$ cat src/rtl/sb_pkg.sv
`default_nettype none
// ============================================================================
//  Package   : sb_pkg
//  Purpose   : Shared store-buffer definitions: slot field positions, tag
//              field positions and the store commit FSM state encodings.
//  Revision  : 1.0  initial release
// ============================================================================
package sb_pkg;

  // Store buffer slot layout (one slot = SB_SLOT_WIDTH bits)
  localparam int SB_VALID_POS    = 0;    // VALID_ENTRY
  localparam int SB_SPEC_POS     = 1;    // SPECULATIVE
  localparam int SB_ADDR_TAG_POS = 2;    // ADDR_TAG: address slot still holds a tag
  localparam int SB_DATA_TAG_POS = 3;    // DATA_TAG: data slot still holds a tag
  localparam int SB_IMM_POS      = 4;    // immediate-form store
  localparam int SB_ADDR_LSB     = 5;    // ADDR_SLOT
  localparam int SB_ADDR_MSB     = 68;
  localparam int SB_DATA_LSB     = 69;   // DATA_SLOT
  localparam int SB_DATA_MSB     = 132;
  localparam int SB_SLOT_WIDTH   = 133;

  // Tag field inside an unresolved ADDR_SLOT / DATA_SLOT
  localparam int TAG_LSB   = 0;
  localparam int TAG_MSB   = 5;
  localparam int TAG_WIDTH = TAG_MSB - TAG_LSB + 1;

  // Store commit FSM encodings
  localparam logic [2:0] SC_IDLE     = 3'd0;
  localparam logic [2:0] SC_ISSUE    = 3'd1;
  localparam logic [2:0] SC_WAIT_ACK = 3'd2;
  localparam logic [2:0] SC_RETIRE   = 3'd3;
  localparam logic [2:0] SC_SETTLE   = 3'd4;

  typedef enum logic [2:0] {
    ST_IDLE     = SC_IDLE,
    ST_ISSUE    = SC_ISSUE,
    ST_WAIT_ACK = SC_WAIT_ACK,
    ST_RETIRE   = SC_RETIRE,
    ST_SETTLE   = SC_SETTLE
  } sc_state_e;

endpackage : sb_pkg
`default_nettype wire

$ cat src/rtl/store_commit_unit.sv
`default_nettype none
// ============================================================================
//  Module    : store_commit_unit
//  Purpose   : Drain side of the store buffer. Waits for slot 0 to be valid,
//              resolved and non-speculative, writes it to data RAM through a
//              req/ready handshake, then presents the committed addr/data
//              pair for exactly one cycle so the buffer drops that entry.
//              One store in flight at a time.
//  Ports     :
//    clk, reset                       clock, synchronous active-high reset
//    sb_head_*                        slot 0 fields from the store buffer
//    prediction_failed                branch squash (blocks speculative head)
//    mem_wr_req/mem_addr/mem_wdata    RAM write request and payload
//    mem_ready                        RAM accepts write when mem_wr_req=1
//    store_addr/data_active           committed pair (all-ones when idle)
//    commit_pulse                     one-cycle strobe for a real commit
//    commit_busy                      high while a store is being committed
//    timeout_err                      sticky RAM acknowledge timeout
//    commit_count                     committed stores, wraps
//  Revision  : 1.0  initial release
// ============================================================================
module store_commit_unit
  import sb_pkg::*;
#(
  parameter int ADDR_WIDTH = 15,
  parameter int DATA_WIDTH = 32,
  parameter int MAX_WAIT   = 64,
  parameter int CNT_WIDTH  = 16
) (
  input  logic                  clk,
  input  logic                  reset,
  input  logic                  sb_head_valid,
  input  logic                  sb_head_speculative,
  input  logic                  sb_head_addr_tag,
  input  logic                  sb_head_data_tag,
  input  logic [63:0]           sb_head_addr,
  input  logic [63:0]           sb_head_data,
  input  logic                  prediction_failed,
  output logic                  mem_wr_req,
  output logic [ADDR_WIDTH-1:0] mem_addr,
  output logic [DATA_WIDTH-1:0] mem_wdata,
  input  logic                  mem_ready,
  output logic [ADDR_WIDTH-1:0] store_addr_active,
  output logic [DATA_WIDTH-1:0] store_data_active,
  output logic                  commit_pulse,
  output logic                  commit_busy,
  output logic                  timeout_err,
  output logic [CNT_WIDTH-1:0]  commit_count
);

  localparam int WAIT_W = (MAX_WAIT > 1) ? $clog2(MAX_WAIT) : 1;
  localparam logic [WAIT_W-1:0] WAIT_LAST = WAIT_W'(MAX_WAIT - 1);

  sc_state_e state, state_nxt;

  logic                  head_ready;
  logic                  latch_en;
  logic                  accept;
  logic [ADDR_WIDTH-1:0] hold_addr;
  logic [DATA_WIDTH-1:0] hold_data;
  logic [WAIT_W-1:0]     wait_cnt;
  logic                  timeout_q;
  logic [CNT_WIDTH-1:0]  count_q;

  // Upper slot bits are never used once the entry is resolved.
  logic unused_hi;
  assign unused_hi = ^{sb_head_addr[63:ADDR_WIDTH], sb_head_data[63:DATA_WIDTH]};

  assign head_ready = sb_head_valid & ~sb_head_addr_tag & ~sb_head_data_tag
                    & ~sb_head_speculative & ~prediction_failed;

  // --------------------------------------------------------------------------
  // FSM state register
  // --------------------------------------------------------------------------
  always_ff @(posedge clk) begin
    if (reset) begin
      state <= ST_IDLE;
    end else begin
      state <= state_nxt;
    end
  end

  // --------------------------------------------------------------------------
  // FSM next state. mem_ready only matters while a request is outstanding
  // (ISSUE / WAIT_ACK); elsewhere it is ignored.
  // --------------------------------------------------------------------------
  always_comb begin
    state_nxt = state;
    latch_en  = 1'b0;
    accept    = 1'b0;
    unique case (state)
      ST_IDLE: begin
        if (head_ready) begin
          latch_en  = 1'b1;
          state_nxt = ST_ISSUE;
        end
      end
      ST_ISSUE: begin
        if (mem_ready) begin
          accept    = 1'b1;
          state_nxt = ST_RETIRE;
        end else begin
          state_nxt = ST_WAIT_ACK;
        end
      end
      ST_WAIT_ACK: begin
        if (mem_ready) begin
          accept    = 1'b1;
          state_nxt = ST_RETIRE;
        end
      end
      ST_RETIRE: state_nxt = ST_SETTLE;
      // Dead cycle: lets the buffer shift land before slot 0 is sampled again.
      ST_SETTLE: state_nxt = ST_IDLE;
      default:   state_nxt = ST_IDLE;
    endcase
  end

  // --------------------------------------------------------------------------
  // Datapath: holding registers, wait counter, timeout flag, commit counter.
  // Holding registers load only in IDLE, so any later change of the head
  // (squash, shift) cannot disturb the write in flight.
  // --------------------------------------------------------------------------
  always_ff @(posedge clk) begin
    if (reset) begin
      hold_addr <= '0;
      hold_data <= '0;
      wait_cnt  <= '0;
      timeout_q <= 1'b0;
      count_q   <= '0;
    end else begin
      if (latch_en) begin
        hold_addr <= sb_head_addr[ADDR_WIDTH-1:0];
        hold_data <= sb_head_data[DATA_WIDTH-1:0];
      end

      // Counter saturates at its last value so the flag cannot re-trigger.
      if (state == ST_ISSUE) begin
        wait_cnt <= '0;
      end else if (state == ST_WAIT_ACK && wait_cnt != WAIT_LAST) begin
        wait_cnt <= wait_cnt + WAIT_W'(1);
      end

      if (state == ST_WAIT_ACK && wait_cnt == WAIT_LAST) begin
        timeout_q <= 1'b1;
      end

      // Counted on acceptance so the new total is visible with commit_pulse.
      if (accept) begin
        count_q <= count_q + CNT_WIDTH'(1);
      end
    end
  end

  // --------------------------------------------------------------------------
  // Outputs, decoded from registered state only.
  // --------------------------------------------------------------------------
  assign mem_wr_req        = (state == ST_ISSUE) || (state == ST_WAIT_ACK);
  assign mem_addr          = hold_addr;
  assign mem_wdata         = hold_data;
  assign commit_pulse      = (state == ST_RETIRE);
  assign commit_busy       = (state != ST_IDLE);
  // All-ones is reserved and never a committed pair, so the buffer can
  // compare every cycle without a qualifier.
  assign store_addr_active = (state == ST_RETIRE) ? hold_addr : '1;
  assign store_data_active = (state == ST_RETIRE) ? hold_data : '1;
  assign timeout_err       = timeout_q;
  assign commit_count      = count_q;

endmodule : store_commit_unit
`default_nettype wire

$ cat config.mk
export PLATFORM = sky130hd
export DESIGN_NAME = store_commit_unit
export DESIGN_NICKNAME = d
export VERILOG_FILES = /design/src/rtl/sb_pkg.sv /design/src/rtl/store_commit_unit.sv
export SDC_FILE = /design/constraint.sdc
export NUM_CORES = 1
export LEC_CHECK = 0
export BUFFER_PORTS_ARGS = -buffer_cell sky130_fd_sc_hd__buf_2
export CAP_MARGIN = 30
export CORE_AREA = 2 2 96 98
export DETAILED_ROUTE_END_ITERATION = 10
export DIE_AREA = 0 0 98 100
export PLACE_DENSITY = 0.78
export REMOVE_ABC_BUFFERS = 1
export SLEW_MARGIN = 40
export SYNTH_ARGS = -nofsm -noshare
export SYNTH_HDL_FRONTEND = slang
export SYNTH_SLANG_ARGS = --single-unit
$ cat constraint.sdc
create_clock -name clk -period 2.3 [get_ports clk]
set_input_delay 0.46 -clock clk [delete_from_list [all_inputs] [get_ports clk]]
set_output_delay 0.46 -clock clk [all_outputs]
set_load 0.02 [all_outputs]
Yosys cells after proc, flatten, opt, wreduce, memory -nomap -nowiden
Index checks and enable logic that the tools add are counted.
{ "classes": {"n_addsub": 2, "bitwise_logic": 8, "muxes": 10, "reduce_logical": 8, "n_eq_ne": 7} }
{ "ops": {"columns": ["cell", "count"], "rows": [
  ["$mux 32", 1],
  ["$add 16x1->16 const B", 1],
  ["$mux 15", 1],
  ["$pmux 3 s4", 1],
  ["$add 6x1->6 const B", 1],
  ["$eq 3x2->1 const B", 2],
  ["$eq 6x6->1 const B", 1],
  ["$mux 3", 2],
  ["$ne 6x6->1 const B", 1],
  ["$mux 1", 5],
  ["$and 1x1->1", 4],
  ["$ne 2x2->1 const B", 2],
  ["$not 1->1", 4],
  ["$reduce_or 2->1", 2],
  ["$eq 3x1->1 const B", 1],
  ["$logic_not 3->1", 1],
  ["$reduce_bool 3->1", 1],
  ["$logic_and 1x1->1", 2],
  ["$reduce_and 2->1", 1],
  ["$logic_or 1x1->1", 1]
]} }
{ "totals": {"word_cells": 41, "reg_bits": 73, "input_bits": 136, "out_inout_bits": 114} }

Logic depth before layout (Yosys ltp)
Gate-level depths: netlist of the first run.
{ "depth": {"word_depth": 7, "depth_mapped": 7, "ltp_nobuf": 5} }

Worst setup path before layout of the first run
No wires, ideal clock.
{ "synth_timing": {"path_kind": "register -> output", "from": "reg state[2]", "to": "out store_data_active[13]", "setup_slack_ns": 0.509, "arrival_ns": 1.331, "path_stages_with_launch": 6, "required_time_ns": 1.840, "path_buffers": 3, "path_cell_list": "dfxtp_1 -> clkbuf_1 -> nand3b_1 -> clkbuf_1 -> clkbuf_1 -> or2_2"} }
{ "synth_via": {"elab_chain_cells": 2} }
{ "synth_lines": {"columns": ["element", "line_no", "text"], "rows": [
  ["start, declared", "store_commit_unit.sv:54", "sc_state_e state, state_nxt;"],
  ["start signal, assigned", "store_commit_unit.sv:79", "state <= state_nxt;"],
  ["$eq 3x2->1", "store_commit_unit.sv:166", "assign store_data_active = (state == ST_RETIRE) ? hold_data : '1;"],
  ["$mux 32", "store_commit_unit.sv:166", null],
  ["end, declared", "store_commit_unit.sv:44", "output logic [DATA_WIDTH-1:0] store_data_active,"]
]} }
No other way between the ends.

Worst setup path in the final report of the first run
{ "layout_timing": {"from": "reg state[1]", "to": "out store_data_active[26]"} }
The elaborated chain is that of the path after synthesis.

==> results of run 1 <==
## area by class of cell
class	count	area share, %
Clock buffer	10	3.008
Clock inverter	4	0.5308
Inverter	3	0.2654
Multi-Input combinational cell	297	37.01
Sequential cell	73	34.50
Tap cell	111	3.273
Timing Repair Buffer	177	21.41
## Yosys cell counts (all sizes together)
library cell,count,share of area [%]
nand2,101,12
dfxtp,73,46
a21oi,55,8.7
or2,48,9.5
nor2,22,2.6
clkbuf,19,2.3
buf,9,1.5
xnor2,7,1.9
nand3,6,0.95
xor2,6,1.7
o21ai,5,0.79
or3,5,0.99
and3,3,0.59
inv,3,0.36
nand3b,3,0.71
nor3,3,0.48
nor3b,3,0.71
nor4,3,0.59
o31ai,3,0.71
or4,3,0.71
ha,2,0.79
mux2i,2,0.63
nand2b,2,0.40
nand4,2,0.40
o211ai,2,0.48
a22oi,1,0.24
and2,1,0.20
and3b,1,0.28
and4,1,0.28
and4b,1,0.32
mux2,1,0.36
nand4b,1,0.28
nor2b,1,0.20
nor4b,1,0.48
o2111ai,1,0.28
o21a,1,0.24
## cell families after synthesis
family,after synthesis
AND/OR/NAND/NOR,211
flip-flops,73
AO/OA/AOI/OAI,68
buffers and inverters,31
XOR/XNOR,13
multiplexers,3
adder cells (fa/ha/maj),2
## layer usage
metal  global-route usage [%]  wire length, um
met1                    22.13             3921
met4                    5.769              118
met5                        0                0
met3                    11.00             1301
met2                    27.66             4018
## what timing repair did
action / 4_1_cts / 5_1_grt
endpoints found under the hold margin: 0 / 0
endpoints found under the setup margin: 4 / 45
gates resized for setup: 1 / 1
setup buffers: 0 / 0
## worst max-delay path, cell delays in order (launching register included)
cell                       delay (ps)
sky130_fd_sc_hd__dfxtp_2          410
sky130_fd_sc_hd__nand3b_1         170
sky130_fd_sc_hd__buf_4            290
sky130_fd_sc_hd__or2_2            320
sky130_fd_sc_hd__buf_2            190
## sequential cells by signal, summed over array words and instances (netlist names)
register and cells:
mem_addr 15, state 3, timeout_err 1, mem_wdata 32, commit_count 16, wait_cnt 6
## path summary, 6_finish.rpt
| check | to | slack (ps) | cells after the start |
|---|---|---|---|
| min | mem_wdata[18]$_SDFFE_PP0P_ | 350 | 3 |
| min reg2reg | mem_wdata[0]$_SDFFE_PP0P_ | 470 | 2 |
| max | store_data_active[26] | 120 | 4 |
| max reg2reg | commit_count[15]$_SDFFE_PP0P_ | 550 | 4 |
## power breakdown
part	leakage, nW	switching [mW]	internal (mW)
combinational	1.11	0.0859	0.0635
clock	0.0778	0.451	0.374
sequential	0.590	0.0110	1.28
==> run summary, run 1 <==
Overall die area -> 9800 um2
Die span in y -> 100 um
Input/output buffers -> 168
Headroom to the max-slew limit -> 58.87%
Total Negative Setup Slacks -> 0 ps
Number of global-route vias before repair -> 2,864
Combinational family with the most area after synthesis -> simple AND/OR/NAND/NOR gates
Setup repair after global routing missed its margin -> false
Routed vias -> 3,232
Reg clk slew, reported paths -> 70 ps
Startpoint-to-endpoint class of the critical path -> flip-flop to output port
Total routing usage reported by global routing -> 18.42%
Number of design-rule violations left by the first detailed-router iteration -> 91
Detailed placement HPWL -> 7.095 mm
Launch point of the critical path -> state[1]$_SDFFE_PP0P_
Clock buffer count from CTS -> 9
Commonest cells after routing, fill and taps aside -> 168 x sky130_fd_sc_hd__buf_2, 101 x sky130_fd_sc_hd__nand2_1, 71 x sky130_fd_sc_hd__dfxtp_1
Global route total overflow -> 0
Minimum period implied by the final worst setup slack -> 2180 ps
Compound-cell area share of the yosys netlist -> 11.46%
Average routed wire per standard cell -> 13.87 um
Net count of the finished layout -> 699
Synthesized area -> 3156 um2
Post-synthesis sequential element count -> 73
Initial Util -> 35.50%
Sequential fraction of the synthesis area -> 46.31%
Filler Cells Inserted -> 895
Clock root buffer -> sky130_fd_sc_hd__clkbuf_8
Area after DPL -> 4090 um2
Io pins -> 250
Final standard cell count with taps included and fillers excluded -> 675
Std cell rows -> 35
Total setup violations reported at the end of the flow -> 0
Min-delay src -> sb_head_data[18]
Ratio of cells with drive above 1 in the final layout -> 43.26%
Max Cap Viol -> 0
Multi-input gate area -> 1570 um2
Antenna violations before repair -> 0
Clk Latency, worst-skew pair -> 340 ps
Highest ir drop seen on vdd -> 225.3 uV
RePlAce Congestion -> 0.8050
Footprint of the flip-flops and latches -> 1464 um2
Most common library cell in the layout ignoring fill and taps -> sky130_fd_sc_hd__buf_2
Pwr Density -> 533.2 nW/um2
Antenna violation net count after detailed routing -> 0
Post-synthesis share of cell area spent on and, or, nand and nor gates -> 32.71%
Worst setup EP type -> output port
Setup WS post-layout -> 119.6 ps
CP startpoint kind -> flip-flop
Post-route cell area -> 4243 um2
Maximum number of pins on one net before global-route repair -> 47
Fin. max-slew vios -> 0
CTS hold repair buffers -> 0
DRC -> 0
Worst flop-to-flop path startpoint -> state[2]$_SDFFE_PP0P_
Placed Cells -> 661
CP Data Required Time -> 1840 ps
Period utilization -> 94.80%
Number of vias per cell after detailed routing -> 4.788
Overall power after layout -> 2.262 mW
Clock Sinks -> 73
Worst Setup Slack post-DPL -> 328.4 ps
Placeable Area -> 8890 um2
Slew at the pin closest to its max-slew limit -> 615.6 ps
Per-instance average area after synthesis -> 7.869 um2
Setup skew after layout -> 8.226 ps
Leakage power -> 1.782 nW
Number of failing hold endpoints at the final stage -> 0
Floorplan die width -> 98 um
Outcome -> finished clean
Worst min-delay path category -> input pin to flip-flop
XOR/XNOR Fraction of Synth Area -> 3.608%
Critical path arrival -> 1720 ps
Post-synth cell types -> 38
Antenna cell count -> 0
DRT Pass-1 Iters -> 4
Htree depth -> 3
Highest fanout seen on the critical path -> 46
Synth Warn # -> 0
Synth Area in Adders -> 0.7930%
Syn Inst Count -> 401
End-of-flow core utilization -> 47.73%
First-pass GRT wire length -> 14.43 mm
TritonCTS clock tree -> done
Drt total wl -> 9.360 mm
Area growth from synthesis to final layout -> 34.46%
Multiplexer share of the synthesized area -> 0.9913%
Maximum clock frequency -> 458.6 MHz
Buffers from clock root to sink, at most -> 2
Worst hold slack across all endpoints -> 350.2 ps
(Power assumes the default switching activity.)
==> run 2: changes to the inputs <==
==> constraint.sdc (replaced) <==
create_clock -name clk -period 2.3 [get_ports clk]
set_input_delay 0.69 -clock clk [delete_from_list [all_inputs] [get_ports clk]]
set_output_delay 0.69 -clock clk [all_outputs]
set_load 0.02 [all_outputs]
==> run 2 against run 1 <==
  * Clock-buffer cell count up 2
  * Non-clock buffer count rose by 2
  * Cell count is 0.59% higher
  * Hold slack better by 120 ps
  * Fmax decreased by 1.8%
  * Total power up 14%
  * Register-to-register slack got worse by 90 ps
==> run summary, run 2 (synthesis results as in run 1) <==
Outcome -> finished clean
Routed vias -> 3,310
Average routed wire per standard cell -> 13.90 um
Drt total wl -> 9.439 mm
Max Cap Viol -> 0
Pwr Density -> 590.6 nW/um2
Fraction of power consumed by combinational cells -> 5.9%
Global route total overflow -> 0
Post-route cell area -> 4359 um2
TritonCTS clock tree -> done
Reg clk slew, reported paths -> 70 ps
Slew at the pin closest to its max-slew limit -> 549.1 ps
Setup repair after global routing missed its margin -> true
Worst min-delay path category -> flip-flop to flip-flop
RePlAce Congestion -> 0.7816
Minimum period implied by the final worst setup slack -> 2221 ps
Number of vias per cell after detailed routing -> 4.875
Buffers from clock root to sink, at most -> 2
Initial Util -> 35.50%
DRC -> 0
Leakage power -> 1.828 nW
Fraction of power spent switching nets -> 21.91%
Worst setup EP type -> output port
Maximum clock frequency -> 450.2 MHz
Most common library cell in the layout ignoring fill and taps -> sky130_fd_sc_hd__buf_2
Filler Cells Inserted -> 888
Flip-flop count of the largest register, all copies and words added -> 32
Total Negative Setup Slacks -> 0 ps
Placeable Area -> 8890 um2
Area growth from synthesis to final layout -> 38.14%
Net count of the finished layout -> 701
Clock buffer count from CTS -> 9
Maximum number of pins on one net before global-route repair -> 35
Input/output buffers -> 168
Number of failing hold endpoints at the final stage -> 0
Antenna violation net count after detailed routing -> 0
Internal power -> 2.011 mW
Overall die area -> 9800 um2
Setup WS post-layout -> 78.64 ps
Clk Latency, worst-skew pair -> 340 ps
Floorplan die width -> 98 um
Number of global-route vias before repair -> 2,887
CTS hold repair buffers -> 0
Period utilization -> 96.58%
CP Data Required Time -> 1610 ps
Sequential share of power -> 49.9%
Total routing usage reported by global routing -> 18.67%
Antenna violations before repair -> 0
Clock root buffer -> sky130_fd_sc_hd__clkbuf_8
Total setup buffers inserted after CTS -> 0
Headroom to the max-slew limit -> 63.31%
First-pass GRT wire length -> 14.50 mm
Worst hold slack across all endpoints -> 467.5 ps
Number of design-rule violations left by the first detailed-router iteration -> 73
CP startpoint kind -> flip-flop
Commonest cells after routing, fill and taps aside -> 168 x sky130_fd_sc_hd__buf_2, 101 x sky130_fd_sc_hd__nand2_1, 71 x sky130_fd_sc_hd__dfxtp_1
Highest ir drop seen on vdd -> 231.8 uV
Worst Setup Slack post-DPL -> 135.0 ps
Highest fanout seen on the critical path -> 29
Fin. max-slew vios -> 0
Antenna cell count -> 0
Ratio of cells with drive above 1 in the final layout -> 43.66%
Htree depth -> 3
Detailed placement HPWL -> 7.144 mm
Setup skew after layout -> 12.90 ps
Startpoint-to-endpoint class of the critical path -> flip-flop to output port
Io pins -> 250
Area after DPL -> 4118 um2
Total setup violations reported at the end of the flow -> 0
DRT Pass-1 Iters -> 5
Std cell rows -> 35
Clock Sinks -> 73
Critical path arrival -> 1530 ps
Clock share of power -> 44.2%
Die span in y -> 100 um
Psw -> 0.5640 mW
run 2: changes by cell type in the layout (fill, tap and decap cells not counted), moves of 2 or more:
cell / delta
sky130_fd_sc_hd__bufinv_16: +2
sky130_fd_sc_hd__clkbuf_8: +2
sky130_fd_sc_hd__clkinv_2: -3
sky130_fd_sc_hd__dfxtp_2: -2
sky130_fd_sc_hd__dfxtp_4: +2
run 2: timing repair:
action	4_1_cts	5_1_grt
resized for setup	3	2
gates cloned	0	0
endpoints found under the setup margin	47	40
run 2: cell type report:
| cell class | instances | area, um2 | share of cell area [%] |
|---|---|---|---|
| Tap cell | 111 | 138.9 | 3.186 |
| Clock buffer | 12 | 155.1 | 3.559 |
| Multi-Input combinational cell | 297 | 1570 | 36.02 |
| Timing Repair Buffer | 179 | 939.7 | 21.56 |
| Clock inverter | 4 | 75.07 | 1.722 |
| Sequential cell | 73 | 1469 | 33.70 |
| Inverter | 3 | 11.26 | 0.2583 |
run 2: per-layer routing:
metal	part of all wire (%)	global-route usage [%]	up-vias
li1	-	-	1639
met3	14	11.28	7
met5	0	0	-
met4	0.94	6.944	0
met1	41	21.62	1527
met2	44	28.35	137
run 2: path summary, 6_finish.rpt:
| check | from | end | slack (ps) | depth (start not counted) |
|---|---|---|---|---|
| hold reg to reg | mem_wdata[0]$_SDFFE_PP0P_ | mem_wdata[0]$_SDFFE_PP0P_ | 470 | 2 |
| setup / recovery | state[1]$_SDFFE_PP0P_ | store_data_active[23] | 80 | 4 |
| setup reg to reg | state[2]$_SDFFE_PP0P_ | commit_count[15]$_SDFFE_PP0P_ | 460 | 5 |
| hold / removal | mem_wdata[0]$_SDFFE_PP0P_ | mem_wdata[0]$_SDFFE_PP0P_ | 470 | 2 |
run 2: power by group through the flow:
stage / Sequential (mW) / Combinational [mW] / Clock, mW
final: 1.29 / 0.152 / 1.14
after global routing: 1.29 / 0.166 / 1.23
after CTS: 1.29 / 0.153 / 1.17
after detailed placement: 1.32 / 0.153 / 0
after global placement: 1.32 / 0.151 / 0
after floorplan: 1.33 / 0.0410 / 0
run 2: worst max-delay path: stages, from the launching register on:
cell and delay, ps:
sky130_fd_sc_hd__dfxtp_4 390, sky130_fd_sc_hd__nand3b_1 120, sky130_fd_sc_hd__buf_6 190, sky130_fd_sc_hd__or2_2 290, sky130_fd_sc_hd__buf_2 190
run 2: metrics by stage:
stage / instances / power, mW / utilization, %
6_report: 679 / 2.575 / 49.04
5_1_grt: 679 / 2.685 / 49.04
4_1_cts: 679 / 2.614 / 48.98
3_5_place_dp: 663 / 1.469 / 46.32
3_3_place_gp: 663 / 1.467 / 46.32
2_1_floorplan: 373 / 1.369 / -
==> run 3: changes to the inputs <==
--- a/config.mk
+++ b/config.mk
@@ -5,11 +5,12 @@
 export SDC_FILE = /design/constraint.sdc
 export NUM_CORES = 1
 export LEC_CHECK = 0
+export ABC_AREA = 1
 export BUFFER_PORTS_ARGS = -buffer_cell sky130_fd_sc_hd__buf_2
 export CAP_MARGIN = 30
-export CORE_AREA = 2 2 96 98
+export CORE_AREA = 2 2 97 99
 export DETAILED_ROUTE_END_ITERATION = 10
-export DIE_AREA = 0 0 98 100
+export DIE_AREA = 0 0 99 101
 export PLACE_DENSITY = 0.78
 export REMOVE_ABC_BUFFERS = 1
 export SLEW_MARGIN = 40
==> run 3 against run 2 <==
  * Synthesized cell count rose by 13%
  * Highest routed layer unchanged
  * Worst setup slack got worse by 3.3 ps
  * Sequential share of layout area shrank 0.59 points
  * Hold slack worse by 2.6 ps
  * Wire length decreased by 2.2%
  * Combinational power grew to 2.6 times the previous value
  * Via count rose by 2.4%
  * Sequential power up 3%
  * Critical path depth increased by 2
  * First-iteration DRC count grew 11%
  * Cell area rose by 1.6%
==> run summary, run 3 <==
Outcome -> finished clean
Reg2reg end -> mem_wdata[29]$_SDFFE_PP0P_
Antenna cell count -> 0
Commonest cells after routing, fill and taps aside -> 168 x sky130_fd_sc_hd__buf_2, 102 x sky130_fd_sc_hd__nand2_1, 72 x sky130_fd_sc_hd__inv_1
Slowest cell delay on critical path -> 350 ps
TritonCTS clock tree -> done
Pwr Density -> 618.3 nW/um2
Antenna violations before repair -> 0
CTS hold repair buffers -> 0
Number of design-rule violations left by the first detailed-router iteration -> 81
Synth Warn # -> 0
Worst hold slack across all endpoints -> 464.9 ps
Maximum number of pins on one net before global-route repair -> 95
Number of vias per cell after detailed routing -> 4.607
Fin. max-slew vios -> 0
Total routing usage reported by global routing -> 17.81%
Setup repair after global routing missed its margin -> false
Average routed wire per standard cell -> 12.54 um
Launch point of the critical path -> state[1]$_SDFFE_PP0P_
Total setup violations reported at the end of the flow -> 0
Worst flop-to-flop path startpoint -> state[2]$_SDFFE_PP0P_
Slowest cell on crit path -> sky130_fd_sc_hd__dfxtp_2
Leakage power -> 1.967 nW
Sequential fraction of the synthesis area -> 44.73%
Per-instance average area after synthesis -> 7.180 um2
Synthesized area -> 3267 um2
Number of failing hold endpoints at the final stage -> 0
Area growth from synthesis to final layout -> 35.58%
Floorplan die width -> 99 um
Io pins -> 250
Syn Inst Count -> 455
Number of global-route vias before repair -> 3,060
Most used standard cells in the synthesized netlist -> 102 x sky130_fd_sc_hd__nand2_1, 73 x sky130_fd_sc_hd__dfxtp_1, 72 x sky130_fd_sc_hd__inv_1
Worst setup EP type -> output port
Global route total overflow -> 0
Most common library cell in the layout ignoring fill and taps -> sky130_fd_sc_hd__buf_2
Headroom to the max-slew limit -> 75.53%
Clk Latency, worst-skew pair -> 350 ps
Ratio of cells with drive above 1 in the final layout -> 33.44%
Std cell rows -> 35
Flip-flop count of the largest register, all copies and words added -> 32
Cell count of the worst hold path -> 2
Worst Reg-to-Reg Cells -> 7
Clock root buffer -> sky130_fd_sc_hd__clkbuf_8
Clock Sinks -> 73
Maximum clock frequency -> 449.5 MHz
Post-synthesis sequential element count -> 73
DRC -> 0
Top-count cell post-synth -> sky130_fd_sc_hd__nand2_1
Setup slack, reg-to-reg -> 830 ps
Final standard cell count with taps included and fillers excluded -> 736
Critical path arrival -> 1530 ps
Placeable Area -> 8977 um2
Startpoint-to-endpoint class of the critical path -> flip-flop to output port
Detailed placement HPWL -> 6.529 mm
Cell breakdown of the critical path -> inv_2 > nor3_4 > buf_6 > clkbuf_16 > nand2_1 > buf_2
Cell types occupying the most area after synthesis -> sky130_fd_sc_hd__dfxtp_1 45%, sky130_fd_sc_hd__nand2_1 12%, sky130_fd_sc_hd__a21oi_1 9.0%
Number of synthesized flops with an enable pin -> 0
Net count of the finished layout -> 758
Post-synth cell types -> 32
Most used flip-flop cell after synthesis -> sky130_fd_sc_hd__dfxtp_1
Period utilization -> 96.72%
Top-area cell type share of the netlist area -> 44.73%
Routed vias -> 3,391
Input/output buffers -> 168
Worst min-delay path category -> flip-flop to flip-flop
CP Data Required Time -> 1610 ps
Reg clk slew, reported paths -> 80 ps
Clock buffer count from CTS -> 9
CP startpoint kind -> flip-flop
Cell accounting for the most synthesized area -> sky130_fd_sc_hd__dfxtp_1
DRT Pass-1 Iters -> 6
Post-synthesis async set-or-reset flop share -> 0%
Endpoint with the worst hold slack -> mem_addr[2]$_SDFFE_PP0P_
Initial Util -> 36.39%
Overall die area -> 9999 um2
Buffers from clock root to sink, at most -> 2
Highest fanout seen on the critical path -> 12
Highest ir drop seen on vdd -> 275.9 uV
Setup skew after layout -> 6.352 ps
Max Cap Viol -> 0
Min-delay src -> mem_addr[2]$_SDFFE_PP0P_
Minimum period implied by the final worst setup slack -> 2225 ps
Drt total wl -> 9.229 mm
RePlAce Congestion -> 0.8452
Placed Cells -> 717
First-pass GRT wire length -> 14.21 mm
Antenna violation net count after detailed routing -> 0
Die span in y -> 101 um
Htree depth -> 3
Slew at the pin closest to its max-slew limit -> 367.1 ps
-- run 3: cell count changes after synthesis, sizes merged, moves of 11 or more --
cell    change
inv        +72
or2        -48
o21ai      +47
nor2       +16
clkbuf     -11
-- run 3: cell families (layout without fill, tap and decap cells) --
| family | count (synthesis) | count (layout) | share of synthesized area [%] |
|---|---|---|---|
| adders and majority gates | 2 | 2 | 0.7659 |
| xor gates and xnor gates | 3 | 3 | 0.8044 |
| and+or+nand+nor | 165 | 165 | 22.56 |
| AOI/OAI and AO/OA | 115 | 115 | 17.89 |
| buffers and inverters | 97 | 267 | 13.25 |
| DFF | 73 | 73 | 44.73 |
-- run 3: metrics by stage --
step                      area, um2  setup TNS [ps]  utilization, %  worst slack (ps)  total power, mW
after floorplan                3115          -42460               -            -894.3            1.595
after global placement         4164               0           46.38             291.8            1.737
after detailed placement       4164               0           46.38             287.7            1.748
after CTS                      4404               0           49.06             7.458            2.769
after global routing           4429               0           49.34             18.28            2.860
final                          4429               0           49.34             75.34            2.739
-- run 3: how the worst max path moves through the flow --
stage	to	slack [ps]	depth (start not counted)
2_1_floorplan	store_addr_active[0]	-890	3
3_3_place_gp	store_data_active[6]	290	5
3_5_place_dp	store_addr_active[13]	290	5
4_1_cts	store_addr_active[13]	7	6
5_1_grt	store_addr_active[12]	20	6
6_report	store_addr_active[12]	80	6
-- run 3: final cells by class --
type | instances | area [um2]
Tap cell | 111 | 138.9
Sequential cell | 73 | 1466
Fill cell | 889 | 4548
Clock buffer | 11 | 141.4
Multi-Input combinational cell | 285 | 1379
Timing Repair Buffer | 176 | 967.2
Inverter | 75 | 281.5
Clock inverter | 5 | 55.05
-- run 3: power by group --
group	internal (mW)	leakage (nW)	switching [mW]
combinational	0.138	1.28	0.259
sequential	1.30	0.591	0.0284
clock	0.527	0.0953	0.484
-- run 3: timing repair --
action	4_1_cts	5_1_grt
gates cloned	1	1
gates resized for setup	5	0
endpoints found under the setup margin	48	3
setup buffers	1	0
pin swaps	1	0
-- run 3: layer usage --
| metal | global-route usage, % | share of wire [%] |
|---|---|---|
| met1 | 21.82 | 45 |
| met2 | 28.64 | 45 |
| met3 | 5.270 | 8.5 |
| met4 | 8.641 | 1.4 |
| met5 | 0 | 0 |
-- run 3: worst max-delay path: cells and delay by family, from the launching register on --
kind | cells | cell delay, ps
and+or+nand+nor | 2 | 230
DFF | 1 | 350
buffers and inverters | 4 | 600
